## src/rtl/fpdiv_r4_pkg.sv

```systemverilog
// Shared FSM states, one-hot quotient digit constants and the on-the-fly conversion digit encoder
// for the radix-4 fractional divider controller.
package fpdiv_r4_pkg;

  typedef enum logic [4:0] {
    IDLE = 5'b00001,
    PRE  = 5'b00010,
    ITER = 5'b00100,
    POST = 5'b01000,
    DONE = 5'b10000
  } fsm_state_t;

  localparam logic [4:0] QUO_DIG_NEG_2 = 5'b10000;
  localparam logic [4:0] QUO_DIG_NEG_1 = 5'b01000;
  localparam logic [4:0] QUO_DIG_ZERO  = 5'b00100;
  localparam logic [4:0] QUO_DIG_POS_1 = 5'b00010;
  localparam logic [4:0] QUO_DIG_POS_2 = 5'b00001;

  // Source register and appended bits for the next Q and QM.
  typedef struct packed {
    logic       q_from_qm;
    logic [1:0] q_lsb;
    logic       qm_from_q;
    logic [1:0] qm_lsb;
  } ofc_dig_t;

  function automatic ofc_dig_t ofc_dig_enc(input logic [4:0] dig);
    ofc_dig_t enc;
    enc = '{q_from_qm: 1'b0, q_lsb: 2'd0, qm_from_q: 1'b0, qm_lsb: 2'd3};
    case (dig)
      QUO_DIG_POS_2: enc = '{q_from_qm: 1'b0, q_lsb: 2'd2, qm_from_q: 1'b1, qm_lsb: 2'd1};
      QUO_DIG_POS_1: enc = '{q_from_qm: 1'b0, q_lsb: 2'd1, qm_from_q: 1'b1, qm_lsb: 2'd0};
      QUO_DIG_NEG_1: enc = '{q_from_qm: 1'b1, q_lsb: 2'd3, qm_from_q: 1'b0, qm_lsb: 2'd2};
      QUO_DIG_NEG_2: enc = '{q_from_qm: 1'b1, q_lsb: 2'd2, qm_from_q: 1'b0, qm_lsb: 2'd1};
      default: ;
    endcase
    return enc;
  endfunction

endpackage

```

## src/rtl/r4_otf_conv.sv

```systemverilog
// On-the-fly conversion of radix-4 signed digits into Q and QM (= Q - 1 ulp), one digit per update.
// Early finish shifts the partial Q into final position and rebuilds QM from it.
module r4_otf_conv
  import fpdiv_r4_pkg::*;
#(
  parameter int QUO_W = 26,
  parameter int SH_W  = 5
) (
  input  logic             clk,
  input  logic             rst,
  input  logic             clr_i,
  input  logic             init_i,
  input  logic             upd_i,
  input  logic [4:0]       dig_i,
  input  logic             early_i,
  input  logic [SH_W-1:0]  shamt_i,
  output logic [QUO_W-1:0] q_o,
  output logic [QUO_W-1:0] qm_o
);

  ofc_dig_t         enc;
  logic [QUO_W-1:0] q_src;
  logic [QUO_W-1:0] qm_src;
  logic [QUO_W-1:0] q_nrm;
  logic [QUO_W-1:0] qm_nrm;
  logic [QUO_W-1:0] q_nxt;
  logic [QUO_W-1:0] qm_nxt;

  always_comb begin
    enc    = ofc_dig_enc(dig_i);
    q_src  = enc.q_from_qm ? qm_o : q_o;
    qm_src = enc.qm_from_q ? q_o : qm_o;
    q_nrm  = {q_src[QUO_W-3:0], enc.q_lsb};
    qm_nrm = {qm_src[QUO_W-3:0], enc.qm_lsb};
    q_nxt  = q_nrm;
    qm_nxt = qm_nrm;
    // Remaining digits are all zero: their effect is a plain left shift of Q.
    if (early_i) begin
      q_nxt  = q_nrm << shamt_i;
      qm_nxt = q_nxt - QUO_W'(1);
    end
  end

  always_ff @(posedge clk) begin
    if (rst || clr_i) begin
      q_o  <= '0;
      qm_o <= '0;
    end else if (init_i) begin
      q_o  <= '0;
      qm_o <= '1;
    end else if (upd_i) begin
      q_o  <= q_nxt;
      qm_o <= qm_nxt;
    end
  end

endmodule

```

## src/rtl/r4_frac_div_ctrl.sv

```systemverilog
// Radix-4 divider control: IDLE/PRE/ITER/POST/DONE, result valid QUO_W/2+3 cycles after start, held until finish_ready_i.
// Build option FDIV_R4_EARLY_FINISH_EN ends iteration as soon as the partial remainder is zero.
module r4_frac_div_ctrl
  import fpdiv_r4_pkg::*;
#(
  parameter int QUO_W = 26
) (
  input  logic             clk,
  input  logic             rst,
  input  logic             start_valid_i,
  output logic             start_ready_o,
  input  logic             flush_i,
  input  logic [4:0]       qds_quo_dig_i,
  input  logic             rem_zero_i,
  input  logic             rem_sign_i,
  output logic             rem_init_en_o,
  output logic             rem_update_en_o,
  output logic [4:0]       prev_quo_dig_o,
  output logic             finish_valid_o,
  input  logic             finish_ready_i,
  output logic [QUO_W-1:0] quo_o
);

  localparam int ITER_N = QUO_W / 2;
  localparam int CNT_W  = $clog2(ITER_N);

  fsm_state_t       state;
  fsm_state_t       state_nxt;
  logic [CNT_W-1:0] iter_cnt;
  logic [4:0]       dig_sel;
  logic             early_fin;
  logic [QUO_W-1:0] q;
  logic [QUO_W-1:0] qm;

  assign dig_sel = $onehot(qds_quo_dig_i) ? qds_quo_dig_i : QUO_DIG_ZERO;

`ifdef FDIV_R4_EARLY_FINISH_EN
  assign early_fin = (state == ITER) && rem_zero_i && (iter_cnt != '0);
`else
  logic unused_rem_zero;
  assign unused_rem_zero = rem_zero_i;
  assign early_fin       = 1'b0;
`endif

  always_ff @(posedge clk) begin
    if (rst) state <= IDLE;
    else     state <= state_nxt;
  end

  always_comb begin
    state_nxt       = state;
    start_ready_o   = 1'b0;
    rem_init_en_o   = 1'b0;
    rem_update_en_o = 1'b0;
    finish_valid_o  = 1'b0;
    case (state)
      IDLE: begin
        start_ready_o = 1'b1;
        if (start_valid_i) state_nxt = PRE;
      end
      PRE: begin
        rem_init_en_o = 1'b1;
        state_nxt     = ITER;
      end
      ITER: begin
        rem_update_en_o = 1'b1;
        if (iter_cnt == '0 || early_fin) state_nxt = POST;
      end
      POST: state_nxt = DONE;
      DONE: begin
        finish_valid_o = 1'b1;
        if (finish_ready_i) state_nxt = IDLE;
      end
      default: state_nxt = IDLE;
    endcase
    if (flush_i) state_nxt = IDLE;
  end

  always_ff @(posedge clk) begin
    if (rst || flush_i) begin
      iter_cnt       <= '0;
      prev_quo_dig_o <= QUO_DIG_ZERO;
      quo_o          <= '0;
    end else begin
      case (state)
        PRE: begin
          iter_cnt       <= CNT_W'(ITER_N - 1);
          prev_quo_dig_o <= QUO_DIG_ZERO;
        end
        ITER: begin
          prev_quo_dig_o <= dig_sel;
          if (early_fin)             iter_cnt <= '0;
          else if (iter_cnt != '0)   iter_cnt <= iter_cnt - CNT_W'(1);
        end
        POST: quo_o <= rem_sign_i ? qm : q;
        default: ;
      endcase
    end
  end

  r4_otf_conv #(
    .QUO_W (QUO_W),
    .SH_W  (CNT_W + 1)
  ) u_otf (
    .clk     (clk),
    .rst     (rst),
    .clr_i   (flush_i),
    .init_i  (rem_init_en_o),
    .upd_i   (rem_update_en_o),
    .dig_i   (dig_sel),
    .early_i (early_fin),
    .shamt_i ({iter_cnt, 1'b0}),
    .q_o     (q),
    .qm_o    (qm)
  );

  a_dig_onehot: assert property (@(posedge clk) disable iff (rst || flush_i)
    (state == ITER) |-> $onehot(qds_quo_dig_i));

endmodule

```

## config.mk

```make
export PLATFORM = sky130hd
export DESIGN_NAME = r4_frac_div_ctrl
export DESIGN_NICKNAME = d
export VERILOG_FILES = /design/src/rtl/fpdiv_r4_pkg.sv /design/src/rtl/r4_otf_conv.sv /design/src/rtl/r4_frac_div_ctrl.sv
export SDC_FILE = /design/constraint.sdc
export NUM_CORES = 1
export LEC_CHECK = 0
export ABC_AREA = 0
export CAP_MARGIN = 40
export CORE_MARGIN = 2
export CORE_UTILIZATION = 40
export DETAILED_ROUTE_END_ITERATION = 8
export PLACE_DENSITY = 0.58
export SLEW_MARGIN = 20
export SYNTH_ARGS = -nofsm -noshare
export SYNTH_HDL_FRONTEND = slang
export SYNTH_SLANG_ARGS = --single-unit
```

## constraint.sdc

```tcl
create_clock -name clk -period 8.3 [get_ports clk]
set_input_delay 1.66 -clock clk [delete_from_list [all_inputs] [get_ports clk]]
set_output_delay 1.66 -clock clk [all_outputs]
set_load 0.02 [all_outputs]
```

==> summary.md, run 1 <==
| Metric | Value |
|---|---|
| Hold Slack | `0.494 ns` |
| Slew Viols, Final | `0` |
| Post-Layout Cell Count | `645` |
| Final Cycle Share | `0.618` |
| Die height | `108 um` |
| Clock sinks | `92` |
| H-tree depth | `3` |
| Status | `finished, final reports clean` |
| Synth Net Count | `about 490` |
| Resized cells post-CTS | `0` |
| Hpwl dp | `between 6000 and 7000 um` |
| Initial DRC count | `around 190` |
| Syn_area_per_cell | `slightly above 9 um2` |
| Post-Synthesis Cells | `477` |
| Via Count | `roughly 3,600` |
| CTS Hold Bufs | `0` |
| Yosys reg bits | `just over 90` |
| TritonCTS clock tree | `done` |
| Endpoints failing setup | `0` |
| Max-slew headroom | `0.602` |
| Vias per cell | `5.51` |
| Clock root cell | `clkbuf_8` |
| Pin count of the biggest net entering global routing | `87` |
| Row cnt | `38` |
| Synthesis warning total | `0` |
| Synthesis-to-finish area growth | `19.1%` |
| Setup tns final | `0 ns` |
| Die area | `roughly 0.012 mm2` |
| Port buffer count | `45` |
| N_diodes | `0` |
| Total CTS buffers | `9` |
| Cell variety after synth | `43` |
| Post CTS Setup Buffer Count | `0` |
| WL/cell | `15.5 um` |
| Critical path required time | `between 8 and 9 ns` |
| Ports | `47` |
| Crit path max fanout | `24` |
| Core Footprint | `0.0107 mm2` |
| Max VDD drop | `a little over 0.07 mV` |
| Grt ovf | `0` |
| All-Layer GR Usage | `0.177` |
| Most common cell after layout, fill and taps aside | `dfxtp_1` |
| Clock Latency Late Sink | `approximately 0.36 ns` |
| Min-Delay Path Class | `flop to flop` |
| Crit path kind | `input port to flop` |
| Worst-margin pin slew | `0.595 ns` |
| Final worst setup slack | `about 3.2 ns` |
| Final WL | `9980 um` |
| Worst slack, placed | `2.72 ns` |
| Met3 wire len | `about 400 um` |
| RSZ-0062 raised after global routing | `false` |
| Synthesized cell area | `0.00434 mm2` |
| Worst Setup End Kind | `flop` |
| Routability Congestion | `around 0.79` |
| Sequential area share after synthesis | `0.424` |
| Longest Clk Path Bufs | `2` |
| # DRC | `0` |
| Drt first pass iters | `4` |
| First-pass GRT wire length | `16,400 um` |
| Clock transition at the registers of the reported paths | `0.09 ns` |
| Worst setup SP type | `input port` |
| Metal-1 WL | `4750 um` |
| Dpl cells | `627` |
| Final hold viol count | `0` |
| Pwr dens | `158 mW/mm2` |
| Top routing layer used | `met4` |
| Met2 wire length | `between 4000 and 5000 um` |
| Initial antenna violation count | `0` |
| Commonest cells after routing, fill and taps aside | `92 x dfxtp_1, 63 x nor2_1, 50 x mux2i_1` |
| # Max-Cap Violations | `0` |
| NumNets Final | `516` |
| Arrival @ worst endpoint | `5.37 ns` |
| Vias in the first global route | `between 3,000 and 4,000` |
| Share of cells above drive strength 1 | `0.121` |
| Leak Pwr | `1.58 nW` |
| Die width | `between 100 and 150 um` |
| Tmin final | `5.13 ns` |
| Starting density of the core | `0.406` |
| F_max | `approximately 190 MHz` |
| Clock Skews | `0.00738 ns` |
| Post-DRT Antenna Nets | `0` |
cell type report:
type,instances,area (um2)
Inverter,10,37.5
Sequential cell,92,1840
Fill cell,1023,5530
Timing Repair Buffer,58,632
Clock inverter,5,60.1
Multi-Input combinational cell,329,2270
Tap cell,140,175
Clock buffer,11,151
kinds of logic (layout without fill, tap and decap cells):
| logic type | Yosys count | in the layout | synth area share |
|---|---|---|---|
| flip-flops | 92 | 92 | 0.424 |
| XOR/XNOR | 5 | 5 | 0.0101 |
| multiplexers | 52 | 52 | 0.121 |
| AO/OA/AOI/OAI | 127 | 127 | 0.223 |
| adder cells (fa/ha/maj) | 4 | 4 | 0.0150 |
| buffers and inverters | 56 | 84 | 0.0574 |
| AND/OR/NAND/NOR | 141 | 141 | 0.150 |
power by group:
part	switching, mW	internal [mW]
Combinational	0.0346	0.0215
Clock	0.162	0.156
Sequential	0.00159	0.443
Total	0.198	0.620
critical path, cell delays in order:
cell	delay, ns
clkdlybuf4s50_1	0.71
inv_1	0.12
fa_1	0.49
fa_1	0.37
inv_1	0.06
ha_1	0.22
or4_1	0.64
nor4_4	0.25
buf_4	0.44
mux2i_1	0.30
a211oi_2	0.10
registers in the layout (all words and copies together) (netlist names):
signal and cells:
prev_quo_dig_o 5, u_otf.qm_o 26, quo_o 26, state 5
iter_cnt 4, u_otf.q_o 26
metrics by stage:
| step | power, mW | instance area (um2) | utilization |
|---|---|---|---|
| 2_1_floorplan | 0.492 | 4340 | - |
| 3_3_place_gp | 0.507 | 4840 | 0.452 |
| 3_5_place_dp | 0.511 | 4920 | 0.460 |
| 4_1_cts | 0.827 | 5130 | 0.480 |
| 5_1_grt | 0.848 | 5170 | 0.483 |
| 6_report | 0.818 | 5170 | 0.483 |
per-layer routing:
metal / vias up / GRT usage
li1: 1783 / -
met1: 1691 / 0.234
met2: 68 / 0.286
met3: 10 / 0.0350
met4: 0 / 0.0696
met5: - / 0
synthesized netlist by cell type, drive strengths merged:
cell,number,area share
buf,18,0.023
or4,2,0.0035
fa,2,0.0092
o21ai,22,0.025
or3b,1,0.0020
ha,2,0.0058
nor3b,2,0.0035
nor4,3,0.0078
clkdlybuf4s25,1,0.0023
o21a,1,0.0017
o31ai,2,0.0035
nand2,29,0.025
mux2i,50,0.12
a31oi,13,0.019
nor2,65,0.056
or2,3,0.0043
o221a,1,0.0026
nor3,4,0.0046
a22oi,4,0.0069
o221ai,12,0.024
nand2b,4,0.0058
mux2,2,0.0052
xor2,2,0.0040
nand4,13,0.019
xnor2,3,0.0061
clkbuf,27,0.023
o31a,1,0.0020
a21oi,16,0.018
nand3,11,0.013
a211oi,52,0.11
inv,10,0.0086
o211a,1,0.0023
dfxtp,92,0.42
a21o,1,0.0017
or3,4,0.0058
o22a,1,0.0020
final timing paths:
path,start,end,slack (ns),depth (start not counted)
max,qds_quo_dig_i[1],u_otf.q_o[20],3.17,11
min,u_otf.q_o[1],u_otf.q_o[1],0.49,2
max reg2reg,state[3],u_otf.qm_o[23],5.95,7
min reg2reg,u_otf.q_o[1],u_otf.q_o[1],0.49,2
Power figures use the tool's default switching activity.
==> run 2, diff against run 1 <==
- clock period: 8.3 -> 4.9 ns (I/O delays scaled with it)
==> summary.md, run 2 (synthesis results as in run 1) <==
| Metric | Value |
|---|---|
| Status | `finished, final reports clean (unchanged)` |
| Longest Clk Path Bufs | `2 (unchanged)` |
| Max VDD drop | `0.156 mV (was 0.0712 mV)` |
| Worst slack, placed | `0.376 ns (was 2.72 ns)` |
| Via Count | `3,601 (was 3,552)` |
| Slowest cell on crit path | `or4_1 (was clkdlybuf4s50_1)` |
| Clock root cell | `clkbuf_8 (unchanged)` |
| Post-DRT Antenna Nets | `0 (unchanged)` |
| Crit path kind | `input port to flop (unchanged)` |
| Arrival @ worst endpoint | `4.36 ns (was 5.37 ns)` |
| Top routing layer used | `met4 (unchanged)` |
| Most common cell after layout, fill and taps aside | `dfxtp_1 (unchanged)` |
| First-pass GRT wire length | `17,000 um (was 16,400 um)` |
| Worst setup SP type | `input port (unchanged)` |
| Final Cycle Share | `0.845` |
| Slew Viols, Final | `0 (unchanged)` |
| NumNets Final | `519 (was 516)` |
| FF-to-FF Start | `state[3] (unchanged)` |
| Pin count of the biggest net entering global routing | `87 (unchanged)` |
| Post CTS Setup Buffer Count | `0 (unchanged)` |
| Share of cells above drive strength 1 | `0.126 (was 0.121)` |
| Switching share of power | `0.242 (about the same)` |
| Clock transition at the registers of the reported paths | `0.09 ns (about the same)` |
| Row cnt | `38 (unchanged)` |
| WP buf/inv | `4 (unchanged)` |
| Starting density of the core | `0.406 (unchanged)` |
| Die width | `108 um (unchanged)` |
| # fillers | `1,049 (was 1,023)` |
| Critical path required time | `5.12 ns (was 8.54 ns)` |
| Setup tns final | `0 ns (unchanged)` |
| Hpwl dp | `6300 um (was 6190 um)` |
| Clk pwr share | `0.379 (was 0.388)` |
| Clock Skews | `0.00701 ns (was 0.00738 ns)` |
| Biggest registers after layout | `quo_o: 26 flops, u_otf.q_o: 26 flops, u_otf.qm_o: 26 flops (unchanged)` |
| Dpl cells | `631 (was 627)` |
| Commonest cells after routing, fill and taps aside | `92 x dfxtp_1, 63 x nor2_1, 50 x mux2i_1 (unchanged)` |
| Worst-margin pin slew | `0.605 ns (was 0.595 ns)` |
| Worst Hold Launch | `u_otf.q_o[0] (was u_otf.q_o[1])` |
| Core Footprint | `0.0107 mm2 (unchanged)` |
| Worst Setup End Kind | `flop (unchanged)` |
| Final instance area | `0.00519 mm2 (was 0.00517 mm2)` |
| Vias per cell | `5.56 (was 5.51)` |
| WL/cell | `15.7 um (was 15.5 um)` |
| # DRC | `0 (unchanged)` |
| Area of the multi-input gates | `0.00227 mm2 (unchanged)` |
| Routability Congestion | `0.780 (was 0.788)` |
| Die area | `0.0117 mm2 (unchanged)` |
| CP max stage delay | `0.63 ns (was 0.71 ns)` |
| Crit path max fanout | `35 (was 24)` |
| F_max | `242 MHz` |
| DP Area | `0.00496 mm2 (was 0.00492 mm2)` |
| CP Launch Point | `qds_quo_dig_i[0] (was qds_quo_dig_i[1])` |
| H-tree depth | `3 (unchanged)` |
| CP Cell Sequence | `clkdlybuf4s50_1, inv_1, fa_1, fa_1, inv_1, ha_1, or4_1, or4_1, buf_4, nand4_1, o221ai_1 (was clkdlybuf4s50_1, inv_1, fa_1, fa_1, inv_1, ha_1, or4_1, nor4_4, buf_4, mux2i_1, a211oi_2)` |
| Internal power | `1.04 mW (was 0.620 mW)` |
| Synthesis-to-finish area growth | `19.7% (was 19.1%)` |
| Tmin final | `between 4 and 5 ns` |
| Met3 wire len | `387 um (was 404 um)` |
| Met2 wire length | `4780 um (was 4700 um)` |
| RSZ-0062 raised after global routing | `false (unchanged)` |
| Clock Latency Late Sink | `0.35 ns (was 0.36 ns)` |
| Pwr dens | `263 mW/mm2 (was 158 mW/mm2)` |
| # Max-Cap Violations | `0 (unchanged)` |
| Post-Layout Cell Count | `648 (was 645)` |
| TritonCTS clock tree | `done (unchanged)` |
| Resized cells post-CTS | `0 (unchanged)` |
| Initial antenna violation count | `0 (unchanged)` |
| CTS Hold Bufs | `0 (unchanged)` |
| Die height | `108 um (unchanged)` |
| Ports | `47 (unchanged)` |
| Min-Delay Path Class | `flop to flop (unchanged)` |
| Leak Pwr | `1.60 nW (was 1.58 nW)` |
| All-Layer GR Usage | `0.183 (was 0.177)` |
| Port buffer count | `45 (unchanged)` |
| Total CTS buffers | `9 (unchanged)` |
| Max-slew headroom | `0.596 (was 0.602)` |
| Metal-1 WL | `4840 um (was 4750 um)` |
| N_diodes | `0 (unchanged)` |
| Initial DRC count | `174 (was 187)` |
| Reg power frac | `0.550 (was 0.543)` |
| Endpoints failing setup | `0 (unchanged)` |
| Final worst setup slack | `0.761 ns (was 3.17 ns)` |
| Drt first pass iters | `4 (unchanged)` |
| Clock sinks | `92 (unchanged)` |
| Final WL | `10,200 um (was 9980 um)` |
| CP delay by family, top | `simple AND/OR/NAND/NOR gates (was buffers and inverters)` |
| Sequential cell area | `0.00184 mm2 (unchanged)` |
| Sw Pwr | `0.331 mW (was 0.198 mW)` |
| Final hold viol count | `0 (unchanged)` |
| Vias in the first global route | `3,396 (was 3,298)` |
| Grt ovf | `0 (unchanged)` |
| Combinational power share | `0.071 (was 0.069)` |
==> run 2: cell types whose count changed in the layout (fill, tap and decap cells not counted) <==
cell / before / now
buf_12: 0 / 1
clkinv_4: 0 / 1
clkinv_2: 0 / 2
clkbuf_8: 11 / 10
buf_4: 8 / 10
clkinvlp_4: 4 / 2
==> run 2: area by class of cell <==
class | instances | share of cell area
tap | 140 | 0.0337
clock buffer | 10 | 0.0265
clock inverter | 6 | 0.0123
sequential | 92 | 0.355
inverter | 10 | 0.00723
timing repair buffer | 61 | 0.128
multi-input combinational | 329 | 0.437
==> run 2: path summary, 6_finish.rpt <==
kind                    endpoint  slack [ns]  cells after the start
setup / recovery  u_otf.qm_o[25]        0.76                     11
hold / removal      u_otf.q_o[0]        0.49                      2
setup reg to reg     iter_cnt[2]        2.64                      7
hold reg to reg     u_otf.q_o[0]        0.49                      2
==> run 2: worst reg2reg max path, delay by kind of cell, from the launching register on <==
family / cells / cell delay [ns]
and+or+nand+nor: 2 / 0.90
buffers and inverters: 3 / 0.58
AOI/OAI and AO/OA: 2 / 0.37
DFF: 1 / 0.34
==> run 2: metrics by stage <==
stage / hold WS, ns / total power [mW] / util
2_1_floorplan: 0.457 / 0.833 / -
3_3_place_gp: 0.476 / 0.861 / 0.455
3_5_place_dp: 0.482 / 0.868 / 0.464
4_1_cts: 0.493 / 1.39 / 0.483
5_1_grt: 0.525 / 1.42 / 0.485
6_report: 0.494 / 1.37 / 0.485
==> run 2: power groups by stage <==
stage	sequential (mW)	combinational [mW]	clock, mW
after floorplan	0.770	0.0640	0
after global routing	0.753	0.106	0.565
after global placement	0.770	0.0905	0
after CTS	0.753	0.0981	0.538
after detailed placement	0.770	0.0978	0
final	0.753	0.0973	0.518
==> run 2: per-layer routing <==
metal / track usage / vias up
met1: 0.246 / 1718
met5: 0 / -
met2: 0.289 / 71
li1: - / 1799
met3: 0.0307 / 13
met4: 0.0815 / 0
